===== src/rtl/key_debounce_pkg.sv =====
// Shared constants for the push-button conditioning block.
// Production defaults assume a 50 MHz clock and a 20 ms debounce window.
package key_pkg;

  localparam int KEY_N_KEYS          = 4;
  localparam int KEY_DEBOUNCE_CYCLES = 1000000;
  localparam int KEY_CNT_W           = 20;

  // Short window so simulations do not spend a million cycles per edge
  localparam int KEY_SIM_DEBOUNCE    = 8;

endpackage


===== src/rtl/key_debounce_if.sv =====
// Button-side bundle: raw pins in, conditioned level/pulse/toggle vectors out.
// The master modport is the pin/consumer side; the slave modport is the debouncer.
interface key_debounce_if
  import key_pkg::*;
#(
  parameter int N_KEYS = KEY_N_KEYS
) ();

  logic [N_KEYS-1:0] key_in;
  logic [N_KEYS-1:0] key_level;
  logic [N_KEYS-1:0] key_press;
  logic [N_KEYS-1:0] key_release;
  logic [N_KEYS-1:0] key_toggle;

  modport master (
    output key_in,
    input  key_level,
    input  key_press,
    input  key_release,
    input  key_toggle
  );

  modport slave (
    input  key_in,
    output key_level,
    output key_press,
    output key_release,
    output key_toggle
  );

endinterface


===== src/rtl/key_debounce_ch.sv =====
// One button channel: 2-flop synchroniser, stability counter, edge pulses
// and a press-toggled latch. Input is already normalised so 1 = pressed.
module key_debounce_ch #(
  parameter int DEBOUNCE_CYCLES = 1000000,
  parameter int CNT_W           = 20
) (
  input  logic clk,
  input  logic rst,
  input  logic raw_i,
  output logic level_o,
  output logic press_o,
  output logic release_o,
  output logic toggle_o
);

  localparam logic [CNT_W-1:0] CNT_LAST = CNT_W'(DEBOUNCE_CYCLES - 1);

  logic             sync1_q, sync2_q;
  logic [CNT_W-1:0] cnt_q, cnt_d;
  logic             stable_q, stable_d;
  logic             stable_dly_q;
  logic             toggle_q, toggle_d;

  always_comb begin
    // NOTE: every output of this block gets a default first, so no path can leave it unassigned and infer a latch.
    cnt_d    = cnt_q;
    stable_d = stable_q;
    if (sync2_q == stable_q) begin
      cnt_d = '0;
    end else if (cnt_q == CNT_LAST) begin
      stable_d = sync2_q;
      cnt_d    = '0;
    end else begin
      cnt_d = cnt_q + CNT_W'(1);
    end
  end

  assign press_o   = stable_q & ~stable_dly_q;
  assign release_o = ~stable_q & stable_dly_q;
  assign toggle_d  = toggle_q ^ press_o;
  assign level_o   = stable_q;
  assign toggle_o  = toggle_q;

  always_ff @(posedge clk) begin
    // NOTE: non-blocking assignments so every flop samples pre-edge values, which the synchroniser chain depends on.
    if (rst) begin
      sync1_q      <= 1'b0;
      sync2_q      <= 1'b0;
      cnt_q        <= '0;
      stable_q     <= 1'b0;
      stable_dly_q <= 1'b0;
      toggle_q     <= 1'b0;
    end else begin
      sync1_q      <= raw_i;
      sync2_q      <= sync1_q;
      cnt_q        <= cnt_d;
      stable_q     <= stable_d;
      stable_dly_q <= stable_q;
      toggle_q     <= toggle_d;
    end
  end

endmodule


===== src/rtl/key_debounce.sv =====
// N independent button channels with pin-polarity normalisation in front.
// Outputs are 1 = pressed regardless of how the board wires the buttons.
module key_debounce
  import key_pkg::*;
#(
  parameter int N_KEYS          = KEY_N_KEYS,
  parameter int DEBOUNCE_CYCLES = KEY_DEBOUNCE_CYCLES,
  parameter int CNT_W           = KEY_CNT_W,
  parameter bit KEY_ACTIVE_LOW  = 1'b1
) (
  input  logic           clk,
  input  logic           rst,
  key_debounce_if.slave  kif
);

  logic [N_KEYS-1:0] raw;
  logic [N_KEYS-1:0] level, press, release_p, toggle;

  assign raw = kif.key_in ^ {N_KEYS{KEY_ACTIVE_LOW}};

  for (genvar g = 0; g < N_KEYS; g++) begin : g_ch
    key_debounce_ch #(
      .DEBOUNCE_CYCLES (DEBOUNCE_CYCLES),
      .CNT_W           (CNT_W)
    ) u_ch (
      .clk       (clk),
      .rst       (rst),
      .raw_i     (raw[g]),
      .level_o   (level[g]),
      .press_o   (press[g]),
      .release_o (release_p[g]),
      .toggle_o  (toggle[g])
    );
  end

  assign kif.key_level   = level;
  assign kif.key_press   = press;
  assign kif.key_release = release_p;
  assign kif.key_toggle  = toggle;

endmodule

===== src/flat_wrapper.sv =====
// flat-port wrapper written by rule: the top's interface ports become plain ports
module key_debounce_flat import key_pkg::*;
#(
  parameter int N_KEYS          = KEY_N_KEYS,
  parameter int DEBOUNCE_CYCLES = KEY_DEBOUNCE_CYCLES,
  parameter int CNT_W           = KEY_CNT_W,
  parameter bit KEY_ACTIVE_LOW  = 1'b1
)
  (clk, rst, kif_key_in, kif_key_level, kif_key_press, kif_key_release, kif_key_toggle);
  key_debounce_if #(.N_KEYS(N_KEYS)) kif_i ();
  input  logic clk;
  input  logic rst;
  input wire logic [$bits(kif_i.key_in)-1:0] kif_key_in;
  output wire logic [$bits(kif_i.key_level)-1:0] kif_key_level;
  output wire logic [$bits(kif_i.key_press)-1:0] kif_key_press;
  output wire logic [$bits(kif_i.key_release)-1:0] kif_key_release;
  output wire logic [$bits(kif_i.key_toggle)-1:0] kif_key_toggle;
  assign kif_i.key_in = kif_key_in;
  assign kif_key_level = kif_i.key_level;
  assign kif_key_press = kif_i.key_press;
  assign kif_key_release = kif_i.key_release;
  assign kif_key_toggle = kif_i.key_toggle;
  key_debounce #(.N_KEYS(N_KEYS), .DEBOUNCE_CYCLES(DEBOUNCE_CYCLES), .CNT_W(CNT_W), .KEY_ACTIVE_LOW(KEY_ACTIVE_LOW)) u_core (.clk(clk), .rst(rst), .kif(kif_i));
endmodule

===== config.mk =====
export PLATFORM = sky130hd
export DESIGN_NAME = key_debounce_flat
export DESIGN_NICKNAME = d
export VERILOG_FILES = /design/src/rtl/key_debounce_pkg.sv /design/src/rtl/key_debounce_if.sv /design/src/rtl/key_debounce_ch.sv /design/src/rtl/key_debounce.sv /design/src/flat_wrapper.sv
export SDC_FILE = /design/constraint.sdc
export NUM_CORES = 1
export LEC_CHECK = 0
export BUFFER_PORTS_ARGS = -buffer_cell sky130_fd_sc_hd__buf_2
export CORE_MARGIN = 5
export CORE_UTILIZATION = 55
export CTS_CLUSTER_DIAMETER = 60
export CTS_CLUSTER_SIZE = 24
export DETAILED_ROUTE_END_ITERATION = 7
export PLACE_DENSITY = 0.76
export SLEW_MARGIN = 40
export SYNTH_ARGS = -nofsm -noshare
export SYNTH_HDL_FRONTEND = slang
export SYNTH_SLANG_ARGS = --single-unit

===== constraint.sdc =====
create_clock -name clk -period 1.83 [get_ports clk]
set_input_delay 0.183 -clock clk [delete_from_list [all_inputs] [get_ports clk]]
set_output_delay 0.183 -clock clk [all_outputs]
set_load 0.005 [all_outputs]

==> results.toml <==
[yosys]
ys_seq_area_frac = 0.452
syn_area_sq_mm = 0.00442
synth.distinct_cells = 34
synth-main-ff-cell = "dfxtp_1"
synthTopCellsByArea = "dfxtp_1 45%, nor2_1 5.9%, xor2_1 5.7%, xnor2_1 4.8%, nand4_1 3.5%"
synth_edf_count = 0
syn-num-nets = 519
netlist.area_leader.share = 0.452
yosysWarningCount = 0
ys_seq_elements = 100
synth_area_leader_cell = "dfxtp_1"
async_flop_share = 0
syn_area_per_cell_sq_um = 8.69
syn_inst = 509

[detailed_routing]
drc = 0
vias = 3559
drt_pre_antenna_iters = 5
drt_wl_total_um = 8230
drt_iter0_drc = 114
antenna_left = 0
wire_per_inst_um = 12.8
via_per_inst = 5.53

[die]
ios = 22
die_area_sq_mm = 0.00994
initial_utilization = 0.570
rows = 32
core-area_sq_mm = 0.00777
die_y_um = 99.7
dieWidth_um = 99.7

[clock_network]
root_buffer = "clkbuf_8"
clockBufferDepth = 2
cts_tree = "built"
clock_latency_ps = 360
cts_buffers = 9
clkTransAtPathRegs_ps = 90
clock_sinks = 100
htreeDepth = 3

[power]
leakage_nw = 1.59
sequentialPowerShare = 0.630
power.switching_w = 0.000746
ir_drop_mv = 0.459
combPwrFrac = 0.016
power.internal_w = 0.00273
power_density_mw_per_mm2 = 712
pwr-share-clk = 0.354
p_sw_frac = 0.215

[grt]
overflow = 0
grt_max_degree = 21
grt_pass1_vias = 3305
grt_use_total = 0.174
antenna_found_initial = 0
grt_pass1_wl_um = 14400

[setup_path]
crit_required_ps = 2130
r2r-start = "u_core.g_ch[3].u_ch.cnt_q[0]$_SDFF_PP0_"
end_kind = "flop"
ff2ff_setup_slack_ps = 130
cp-endpoint = "u_core.g_ch[3].u_ch.cnt_q[18]$_SDFF_PP0_"
timing.rr.end = "u_core.g_ch[3].u_ch.cnt_q[18]$_SDFF_PP0_"
criticalPathCategory = "reg -> reg"
critPathArrivalTime_ps = 2000
setup.worst_path.start_class = "flop"
cp_max_fo = 4
crit_start = "u_core.g_ch[3].u_ch.cnt_q[0]$_SDFF_PP0_"
reg2regPathDepth = 5

[placed_design]
dp_slack_ps = 109
hpwl_um = 5860
port_buffers = 21
gp_congestion = 0.865

[timing]
fin_ws_ps = 128
max_freq_ghz = 0.588
skew_ps = 6.87
tns_ps = 0
finalHoldViolations = 0
period_minus_slack_ps = 1700
setup_violations = 0
tightestPinTransition_ps = 365
finalMaxSlewViolations = 0
grt_setup_unrepaired = "false"
period_share = 0.930
slew-limit-headroom = 0.755

[outcome]
outcome = "finished, final reports clean"

[cells_and_area]
layout.nets = 548
n_antenna_cell = 0
drive_above_1_share = 0.129
final_util = 0.628
syn_to_final_growth_pct = 10.3

[hold_path]
hold_path.class = "in -> reg"

[job]
max_cap_violations = 0
-- registers in the layout (all words and copies together), names as in the netlist --
signal,flops
u_core.g_ch.u_ch.toggle_o,4
u_core.g_ch.u_ch.sync1_q,4
u_core.g_ch.u_ch.sync2_q,4
u_core.g_ch.u_ch.stable_dly_q,4
u_core.g_ch.u_ch.level_o,4
u_core.g_ch.u_ch.cnt_q,80
-- power by group through the flow --
stage / sequential (W) / clock [W] / combinational (W)
2_1_floorplan: 0.00224 / 0 / 0.0000294
3_3_place_gp: 0.00224 / 0 / 0.0000479
3_5_place_dp: 0.00224 / 0 / 0.0000485
4_1_cts: 0.00219 / 0.00128 / 0.0000551
5_1_grt: 0.00219 / 0.00138 / 0.0000613
6_report: 0.00219 / 0.00123 / 0.0000544
-- layer usage --
metal	wire, um	vias up	GRT usage
met3	321	7	0.0526
met1	3680	1677	0.207
met2	4150	47	0.305
met5	0	-	0
li1	-	1828	-
met4	74	0	0.0431
-- critical path, stage by stage (launching register included) --
cell and delay [ps]:
dfxtp_1 380, ha_1 240, and4_2 300, nand2_1 110
or4_1 470, a21oi_1 150
-- cell type report --
| type | instances | area [sq um] |
|---|---|---|
| well taps | 102 | 128 |
| clock inverters | 4 | 26.3 |
| inverters | 13 | 48.8 |
| fillers | 676 | 2890 |
| flip-flops and latches | 100 | 2000 |
| clock buffers | 11 | 141 |
| multi-input cells | 363 | 2190 |
| repair buffers | 51 | 340 |
-- repair_timing --
| action | CTS | global route |
|---|---|---|
| endpoints found under the setup margin | 0 | 7 |
| hold buffers | 4 | 0 |
| setup buffers | 0 | 3 |
| endpoints found under the hold margin | 4 | 0 |
| resized for setup | 0 | 2 |
-- cell usage in the layout, fill, tap and decap left out, drive strengths merged, types with 13 or more instances in the layout --
master | netlist | routed
nor2b | 16 | 16
nand3 | 29 | 29
xnor2 | 24 | 24
xor2 | 29 | 29
nand2 | 26 | 26
o21ai | 21 | 21
dfxtp | 100 | 100
a21oi | 29 | 29
or3 | 19 | 19
inv | 13 | 13
nand4 | 25 | 25
buf | 21 | 47
nor2 | 70 | 70
-- through the flow --
| step | hold WS, ps | instances | area [sq um] | power, W |
|---|---|---|---|---|
| after floorplan | 250 | 509 | 4420 | 0.00227 |
| after detailed placement | 337 | 622 | 4640 | 0.00229 |
| final | 188 | 644 | 4880 | 0.00348 |
| after CTS | 187 | 641 | 4850 | 0.00352 |
| after global routing | 212 | 644 | 4880 | 0.00363 |
| after global placement | 339 | 622 | 4640 | 0.00229 |
-- synthesized netlist by cell type, types with 12 or more instances --
| cell | number |
|---|---|
| nand4_1 | 25 |
| inv_1 | 13 |
| or3_1 | 17 |
| buf_4 | 16 |
| o21ai_0 | 21 |
| or4_1 | 12 |
| xnor2_1 | 24 |
| xor2_1 | 29 |
| nor2b_1 | 16 |
| clkbuf_1 | 12 |
| a21oi_1 | 29 |
| dfxtp_1 | 100 |
| nand3_1 | 28 |
| nand2_1 | 26 |
| nor2_1 | 70 |
| o31ai_1 | 12 |
-- worst min-delay path by stage --
stage / startpoint / endpoint / cells after the start
after floorplan: kif_key_in[3] / u_core.g_ch[3].u_ch.sync1_q$_SDFF_PP0_ / 1
after global routing: rst / u_core.g_ch[1].u_ch.toggle_o$_SDFF_PP0_ / 2
after global placement: kif_key_in[3] / u_core.g_ch[3].u_ch.sync1_q$_SDFF_PP0_ / 2
after detailed placement: kif_key_in[3] / u_core.g_ch[3].u_ch.sync1_q$_SDFF_PP0_ / 2
after CTS: rst / u_core.g_ch[2].u_ch.sync1_q$_SDFF_PP0_ / 2
final: rst / u_core.g_ch[2].u_ch.sync1_q$_SDFF_PP0_ / 2
-- cell families (layout without fill, tap and decap cells) --
family          after synthesis  count (layout)  share of synthesized area
simple gates                240             240                      0.292
flops                       100             100                      0.452
compound gates               66              66                     0.0848
xor+xnor                     53              53                      0.105
buf+inv                      46              79                     0.0540
fa+ha+maj                     4               4                     0.0113
(Power assumes the default switching activity.)
